--- config.mk ---
export PLATFORM = sky130hd
export DESIGN_NAME = tdm_demux_1_to_n
export DESIGN_NICKNAME = d
export VERILOG_FILES = /design/src/rtl/tdm_demux_1_to_n.sv
export SDC_FILE = /design/constraint.sdc
export NUM_CORES = 1
export LEC_CHECK = 0
export CAP_MARGIN = 20
export CORE_AREA = 2 2 39 41
export CTS_CLUSTER_DIAMETER = 150
export DETAILED_ROUTE_END_ITERATION = 10
export DIE_AREA = 0 0 41 43
export GPL_TIMING_DRIVEN = 0
export HOLD_SLACK_MARGIN = 0.05
export PLACE_DENSITY = 0.74
export SYNTH_ARGS = -nofsm -noshare
export SYNTH_HDL_FRONTEND = slang
export SYNTH_SLANG_ARGS = --single-unit
--- constraint.sdc ---
create_clock -name clk -period 1.9 [get_ports clk]
set_clock_uncertainty 0.15 [all_clocks]
set_input_delay 0.19 -clock clk [delete_from_list [all_inputs] [get_ports clk]]
set_output_delay 0.19 -clock clk [all_outputs]
set_load 0.1 [all_outputs]
--- src/rtl/tdm_demux_1_to_n.sv ---
// tdm_demux_1_to_n: receive side of a 1-bit TDM link. Each valid slot bit is steered into
//   a shadow register, and the full channel word is published to ch_out once per good frame.
// Latency: ch_out/frame_done update 1 cycle after the edge that samples the last slot bit.
// Backpressure: none. Idle cycles (din_valid=0) freeze all state; full rate is supported.
//
// Optional build macro: TDM_DEMUX_PARITY_EN
//   Appends an even-parity slot after the N_CH data slots and adds the parity_err output.
//
// Ports:
//   clk        - system clock, rising edge
//   rst        - synchronous active-high reset
//   din        - serial bit for the current slot
//   din_valid  - din/frame_sync are meaningful this cycle
//   frame_sync - current valid bit is slot 0
//   ch_out     - registered channel word, bit i = slot i of the last good frame
//   frame_done - 1-cycle pulse, ch_out just updated
//   sync_err   - 1-cycle pulse, framing violation (lost sync or early sync)
//   busy       - FSM is in RUN
//   parity_err - (parity build only) 1-cycle pulse, parity slot mismatch

module tdm_demux_1_to_n #(
  parameter int N_CH = 4
) (
  input  logic            clk,
  input  logic            rst,
  input  logic            din,
  input  logic            din_valid,
  input  logic            frame_sync,
  output logic [N_CH-1:0] ch_out,
  output logic            frame_done,
  output logic            sync_err,
  output logic            busy
`ifdef TDM_DEMUX_PARITY_EN
  ,
  output logic            parity_err
`endif
);

  // The slot counter must reach the parity slot index N_CH in the parity build.
`ifdef TDM_DEMUX_PARITY_EN
  localparam int SLOT_W = $clog2(N_CH + 1);
`else
  localparam int SLOT_W = $clog2(N_CH);
`endif

  typedef enum logic {
    IDLE = 1'b0,
    RUN  = 1'b1
  } state_t;

  state_t            state_q,      state_d;
  logic [SLOT_W-1:0] slot_q,       slot_d;
  logic [N_CH-1:0]   shadow_q,     shadow_d;
  logic [N_CH-1:0]   ch_out_q,     ch_out_d;
  logic              frame_done_q, frame_done_d;
  logic              sync_err_q,   sync_err_d;
`ifdef TDM_DEMUX_PARITY_EN
  logic              parity_err_q, parity_err_d;
`endif

  // --------------------------------------------------------------------------
  // State registers
  // --------------------------------------------------------------------------
  always_ff @(posedge clk) begin
    if (rst) begin
      state_q      <= IDLE;
      slot_q       <= '0;
      shadow_q     <= '0;
      ch_out_q     <= '0;
      frame_done_q <= 1'b0;
      sync_err_q   <= 1'b0;
`ifdef TDM_DEMUX_PARITY_EN
      parity_err_q <= 1'b0;
`endif
    end else begin
      state_q      <= state_d;
      slot_q       <= slot_d;
      shadow_q     <= shadow_d;
      ch_out_q     <= ch_out_d;
      frame_done_q <= frame_done_d;
      sync_err_q   <= sync_err_d;
`ifdef TDM_DEMUX_PARITY_EN
      parity_err_q <= parity_err_d;
`endif
    end
  end

  // --------------------------------------------------------------------------
  // Next-state logic
  // --------------------------------------------------------------------------
  always_comb begin
    state_d      = state_q;
    slot_d       = slot_q;
    shadow_d     = shadow_q;
    ch_out_d     = ch_out_q;
    frame_done_d = 1'b0;
    sync_err_d   = 1'b0;
`ifdef TDM_DEMUX_PARITY_EN
    parity_err_d = 1'b0;
`endif

    if (din_valid) begin
      unique case (state_q)
        IDLE: begin
          // Unsynchronised bits are silently dropped until a sync arrives.
          if (frame_sync) begin
            shadow_d[0] = din;
            slot_d      = SLOT_W'(1);
            state_d     = RUN;
          end
        end

        RUN: begin
          if (frame_sync) begin
            // Sync anywhere but slot 0 means the previous frame was short;
            // the partial frame is abandoned and this bit starts a new one.
            if (slot_q != '0) begin
              sync_err_d = 1'b1;
            end
            shadow_d[0] = din;
            slot_d      = SLOT_W'(1);
          end else if (slot_q == '0) begin
            // A frame boundary arrived without sync: alignment is lost.
            sync_err_d = 1'b1;
            state_d    = IDLE;
            slot_d     = '0;
          end else begin
`ifdef TDM_DEMUX_PARITY_EN
            if (slot_q == SLOT_W'(N_CH)) begin
              // Even parity: the parity bit equals the XOR of the data bits.
              if (din == ^shadow_q) begin
                ch_out_d     = shadow_q;
                frame_done_d = 1'b1;
              end else begin
                parity_err_d = 1'b1;
              end
              slot_d = '0;
            end else begin
              for (int i = 1; i < N_CH; i++) begin
                if (slot_q == SLOT_W'(i)) begin
                  shadow_d[i] = din;
                end
              end
              slot_d = slot_q + SLOT_W'(1);
            end
`else
            for (int i = 1; i < N_CH; i++) begin
              if (slot_q == SLOT_W'(i)) begin
                shadow_d[i] = din;
              end
            end
            // N_CH is a power of two, so the counter wraps to 0 after the last slot.
            slot_d = slot_q + SLOT_W'(1);
            if (slot_q == SLOT_W'(N_CH - 1)) begin
              // shadow_d already holds the last bit in the top position.
              ch_out_d     = shadow_d;
              frame_done_d = 1'b1;
            end
`endif
          end
        end

        default: begin
          state_d = IDLE;
          slot_d  = '0;
        end
      endcase
    end
  end

  // --------------------------------------------------------------------------
  // Outputs
  // --------------------------------------------------------------------------
  assign ch_out     = ch_out_q;
  assign frame_done = frame_done_q;
  assign sync_err   = sync_err_q;
  assign busy       = (state_q == RUN);
`ifdef TDM_DEMUX_PARITY_EN
  assign parity_err = parity_err_q;
`endif

endmodule

==> results.json, run 1 <==
{
  "status": "completed",
  "grt_pass1_vias": 373,
  "drt_iter0_drc": 10,
  "reg2reg_from": "slot_q[0]",
  "hold_path.class": "reg -> reg",
  "max_freq_mhz": 544.8,
  "pin_count": 12,
  "power_density_nw_per_um2": 706.1,
  "antenna_cells": 0,
  "final_max_slew_viol_count": 0,
  "worstSetupEndpointType": "output pin",
  "vdd_ir_drop_max_uv": 380.2,
  "antenna_left": 0,
  "drc": 0,
  "rrSetupSlack_ns": 0.16,
  "slowest_delay_ns": 0.86,
  "critPathKind": "reg -> out",
  "hold_viol": 0,
  "timing.final.crit_period_ns": 1.836,
  "ys_warn_count": 0,
  "seq_area_frac_synth": 0.4059,
  "relSlewSlack": 0.3652,
  "numClockSinks": 12,
  "cp_num_cells": 1,
  "r2r_cells": 8,
  "wl_per_cell_microns": 10.98,
  "clockRootBuffer": "clkbuf_4",
  "io_buffers": 11,
  "p_total_w": 0.0005301,
  "std_cell_rows": 14,
  "placed_cells": 89,
  "die_h_microns": 43,
  "grt_max_degree": 11,
  "netlist_instances": 62,
  "tightestPinTransition_ns": 0.9560,
  "postLayoutCellArea_sq_um": 750.7,
  "cp_slowest_cell": "dlygate4sd2_1",
  "synth_top_cell_area_share": 0.4059,
  "maxCapViolations": 0,
  "path_buf_inv": 1,
  "async_flop_share": 0,
  "rsz0062_at_grt": "false",
  "layout.nets": 89,
  "routed_wl_mm": 1.021,
  "fillers": 134,
  "clkTransAtPathRegs_ns": 0.08,
  "dp_hpwl_microns": 775.8,
  "dieArea_sq_um": 1763,
  "crit_chain": "dlygate4sd2_1",
  "cp-endpoint": "ch_out[1]",
  "worstSetupStartpoint": "ch_out[1]",
  "setup_violations": 0,
  "synthFlopType": "dfxtp_1",
  "vias": 461,
  "synth_nets": 73,
  "syn_area_per_cell_sq_um": 9.545,
  "synth_commonest_cells": "dfxtp_1, nand2_1, ha_1",
  "synth-edff-count": 0,
  "startpoint_type": "flip-flop",
  "die_w_microns": 41,
  "drive_gt1_frac": 0.1688,
  "start_util": 0.4277,
  "ys_types": 22,
  "cts_setup_buffers": 0,
  "clk-insertion-delay-late_ns": 0.28,
  "netlist.top_cell.by_area": "dfxtp_1",
  "cts-buffers-inserted": 3,
  "grt_overflow": 0,
  "grt.total_usage": 0.1442,
  "arrival_ns": 1.50,
  "place.gp.congestion": 0.7318,
  "leakagePower_nw": 0.3455,
  "syn_area_sq_um": 591.8,
  "final-instance-count-excl-fill": 93,
  "grt_first_pass_wirelength_mm": 1.593,
  "place_area_sq_um": 723.2,
  "htreeDepth": 1,
  "fin_util": 0.5425,
  "drtPass1Iterations": 3,
  "viasPerCell": 4.957,
  "tns_ns": 0,
  "cp.required_ns": 1.56,
  "core_area_sq_um": 1384,
  "yosysMostFrequentCell": "dfxtp_1",
  "ys_ff_latch": 12,
  "cts_tree": "built",
  "area_delta_synth_final_pct": 26.85,
  "finalCritPeriodShare": 0.9661,
  "reg2reg_to": "ch_out[2]",
  "cp_top_family": "buffers and inverters",
  "ctsLongestPathBuffers": 2,
  "antenna_found_initial": 0,
  "synthTopCellsByArea": "dfxtp_1, ha_1, mux2i_1",
  "cp_max_fo": 2
}
routing by layer:
| metal | track usage | wire (microns) |
|---|---|---|
| met1 | 0.1661 | 480 |
| met2 | 0.2031 | 454 |
| met3 | 0.09424 | 62 |
| met4 | 0.06000 | 23 |
| met5 | 0 | 0 |
worst reg2reg max path: cells and delay by family, from the launching register on:
kind / cells / cell delay [ns]
simple gates: 2 / 0.26
buf+inv: 3 / 0.27
compound gates: 1 / 0.17
fa+ha+maj: 2 / 0.43
flops: 1 / 0.38
flip-flops by register name, indices dropped and copies added, names as in the netlist:
register	count
frame_done	1
slot_q	2
sync_err	1
busy	1
shadow_q	3
ch_out	4
power by group:
part | internal, W | switching [W] | leakage [nW] | total [W]
registers | 0.000257 | 0.00000363 | 0.0976 | 0.000260
clock network | 0.000117 | 0.0000845 | 0.0210 | 0.000201
logic | 0.0000259 | 0.0000428 | 0.227 | 0.0000687
through the flow:
step / setup slack [ns] / hold slack (ns)
final: 0.06445 / 0.3049
after global routing: 0.01038 / 0.3220
after CTS: 0.05992 / 0.3078
after detailed placement: 0.01950 / 0.2996
after global placement: 0.03352 / 0.2913
after floorplan: 0.2627 / 0.1046
worst min path at each step:
stage                startpoint         to  slack (ns)  cells after the start
floorplan                   rst  ch_out[1]        0.10                      1
global placement      ch_out[0]  ch_out[0]        0.29                      2
detailed placement    ch_out[0]  ch_out[0]        0.30                      2
CTS                   ch_out[0]  ch_out[0]        0.31                      2
global route        shadow_q[0]  ch_out[0]        0.32                      2
finish                ch_out[3]  ch_out[3]        0.30                      2
area by class of cell:
type	count	area (sq um)	share of cell area
buffer	4	31.28	0.04167
inverter	4	15.01	0.02000
timing repair buffer	11	101.3	0.1350
multi-input combinational	42	305.3	0.4067
clock buffer	4	36.28	0.04833
sequential	12	241.5	0.3217
tap	16	20.02	0.02667
kinds of logic after synthesis:
family          synth area share
mux                      0.06766
simple gates              0.1882
compound gates            0.1332
fa+ha+maj                 0.1268
flops                     0.4059
buf+inv                  0.07820
placed cells by master (no fill, tap or decap):
cell / n
clkbuf_1: 1
nand3_1: 1
a21oi_1: 4
dfxtp_1: 11
ha_1: 6
clkdlybuf4s50_1: 4
buf_6: 2
a2bb2oi_1: 1
and3b_2: 1
nand4_1: 3
a311oi_1: 1
nor3_1: 1
dfxtp_2: 1
mux2i_1: 4
inv_1: 4
nor2_2: 2
o21a_1: 1
dlygate4sd2_1: 7
and4_1: 1
clkbuf_8: 1
buf_2: 1
clkbuf_4: 3
o32ai_1: 1
nor2_1: 5
nand2_1: 7
and3_1: 1
a211oi_2: 2
timing repair:
item / CTS / global route
setup endpoints to repair: 7 / 0
gates resized for setup: 7 / 0
hold buffers: 0 / 0
No activity file was read; power rests on OpenSTA's default activity.
==> run 2: changes to the inputs <==
RECOVER_POWER = 100   (was not set)
clock period = 1.7 ns   (was 1.9 ns; I/O delays follow)
==> run 2 against run 1 <==
Clock power rose by 11%. Global-route usage stayed put. Register-to-register slack lost 0.05 ns. Worst setup slack improved by 0.042 ns. Die area unchanged. Highest routed layer unchanged.
==> results.json, run 2 (synthesis results as in run 1) <==
{
  "status": "completed",
  "dieArea_sq_um": 1763,
  "share_seq_of_total_power": 0.484,
  "rrSetupSlack_ns": 0.11,
  "layout.nets": 91,
  "io_buffers": 11,
  "r2r_cells": 8,
  "clockRootBuffer": "clkbuf_4",
  "p_total_w": 0.0006017,
  "die_w_microns": 41,
  "layout_common_cells": "dfxtp_1, nand2_1, clkdlybuf4s15_2, nor2_1",
  "arrival_ns": 1.64,
  "clkTransAtPathRegs_ns": 0.08,
  "largest_reg_flops": 4,
  "pin_count": 12,
  "cp.required_ns": 1.74,
  "grt_overflow": 0,
  "reg2reg_to": "ch_out[2]",
  "core_area_sq_um": 1384,
  "antenna_cells": 0,
  "fillers": 126,
  "start_util": 0.4277,
  "htreeDepth": 1,
  "ctsLongestPathBuffers": 2,
  "p_comb_frac": 0.145,
  "leakagePower_nw": 0.3230,
  "hold_path.class": "reg -> reg",
  "dp_slack_ns": -0.1605,
  "grt_pass1_vias": 373,
  "startpoint_type": "flip-flop",
  "cp-endpoint": "ch_out[2]",
  "timing.final.crit_period_ns": 1.593,
  "die_h_microns": 43,
  "swShare": 0.2471,
  "drtPass1Iterations": 4,
  "power_density_nw_per_um2": 752.5,
  "drive_gt1_frac": 0.3291,
  "routed_wl_mm": 1.083,
  "postLayoutCellArea_sq_um": 799.5,
  "std_cell_rows": 14,
  "final_max_slew_viol_count": 0,
  "vdd_ir_drop_max_uv": 432.8,
  "clk-insertion-delay-late_ns": 0.28,
  "antenna_left": 0,
  "hold_slack_ns": 0.3078,
  "grt_first_pass_wirelength_mm": 1.593,
  "maxCapViolations": 0,
  "area_delta_synth_final_pct": 35.10,
  "power_frac_clock": 0.371,
  "finalCritPeriodShare": 0.9372,
  "worstSetupEndpointType": "flip-flop",
  "max_freq_mhz": 627.7,
  "cp_max_fo": 6,
  "dp_hpwl_microns": 775.8,
  "multiInputGateArea_sq_um": 320.3,
  "worstSetupStartpoint": "slot_q[0]",
  "regArea_sq_um": 242.7,
  "p_int_w": 0.0004530,
  "setup_violations": 0,
  "tightestPinTransition_ns": 0.5458,
  "rsz0062_at_grt": "false",
  "place_area_sq_um": 723.2,
  "critPathKind": "reg -> reg",
  "postCtsHoldBufs": 0,
  "fin_util": 0.5778,
  "reg2reg_from": "slot_q[0]",
  "viasPerCell": 5.179,
  "layout_setup_ws_ns": 0.1068,
  "final_common_cell": "dfxtp_1",
  "numClockSinks": 12,
  "grt.total_usage": 0.1442,
  "cts-buffers-inserted": 3,
  "place.gp.congestion": 0.7318,
  "hold_viol": 0,
  "drc": 0,
  "vias": 492,
  "grt_max_degree": 11,
  "drt_iter0_drc": 10,
  "wl_per_cell_microns": 11.40,
  "antenna_found_initial": 0,
  "power.switching_w": 0.0001487,
  "cts_tree": "built",
  "relSlewSlack": 0.6378
}
==> run 2: cell count changes in the layout (fill, tap and decap cells not counted), sizes merged <==
cell,change
dlygate4sd2,-7
dlygate4sd3,+1
clkdlybuf4s15,+7
buf,+2
clkdlybuf4s50,-1
==> run 2: area by class of cell <==
type,count,share of cell area
flip-flops and latches,12,0.3036
multi-input cells,42,0.4006
well taps,16,0.02504
repair buffers,13,0.1674
plain buffers,4,0.03912
clock buffers,4,0.04538
inverters,4,0.01878
==> run 2: through the flow <==
| step | setup TNS (ns) | instances |
|---|---|---|
| floorplan | 0 | 62 |
| CTS | 0 | 93 |
| global placement | -0.9358 | 89 |
| global route | 0 | 95 |
| detailed placement | -1.066 | 89 |
| finish | 0 | 95 |
==> run 2: critical path, stage by stage, from the launching register on <==
cell and delay, ns:
dfxtp_2 0.35, inv_1 0.07, ha_2 0.21, inv_2 0.06, ha_4 0.13, and4_1 0.20
buf_6 0.13, nor2_2 0.04, a211oi_2 0.17
==> run 2: timing repair <==
item                       in CTS  in global routing
resized for setup              23                  4
setup endpoints to repair       9                  4
cloned                          0                  0
setup buffers                   0                  2
==> run 2: layer usage <==
| layer | GRT usage | routed length [microns] | up-vias |
|---|---|---|---|
| met2 | 0.2031 | 493 | 16 |
| met1 | 0.1661 | 491 | 224 |
| met4 | 0.06000 | 19 | 0 |
| met5 | 0 | 0 | - |
| met3 | 0.09424 | 78 | 5 |
| li1 | - | - | 247 |
==> run 2: how the worst min path moves through the flow <==
stage	startpoint	end	slack (ns)	cells past startpoint
3_5_place_dp	ch_out[0]	ch_out[0]	0.30	2
6_report	ch_out[3]	ch_out[3]	0.31	2
4_1_cts	ch_out[0]	ch_out[0]	0.31	2
2_1_floorplan	rst	ch_out[1]	0.08	1
5_1_grt	shadow_q[0]	ch_out[0]	0.32	2
3_3_place_gp	ch_out[0]	ch_out[0]	0.29	2
==> run 2: power groups by stage <==
stage | logic [W] | clock network [W] | registers [W]
after floorplan | 0.0000367 | 0 | 0.000313
after global placement | 0.0000766 | 0 | 0.000297
after detailed placement | 0.0000780 | 0 | 0.000297
after CTS | 0.0000779 | 0.000233 | 0.000291
after global routing | 0.0000952 | 0.000242 | 0.000291
final | 0.0000874 | 0.000223 | 0.000291
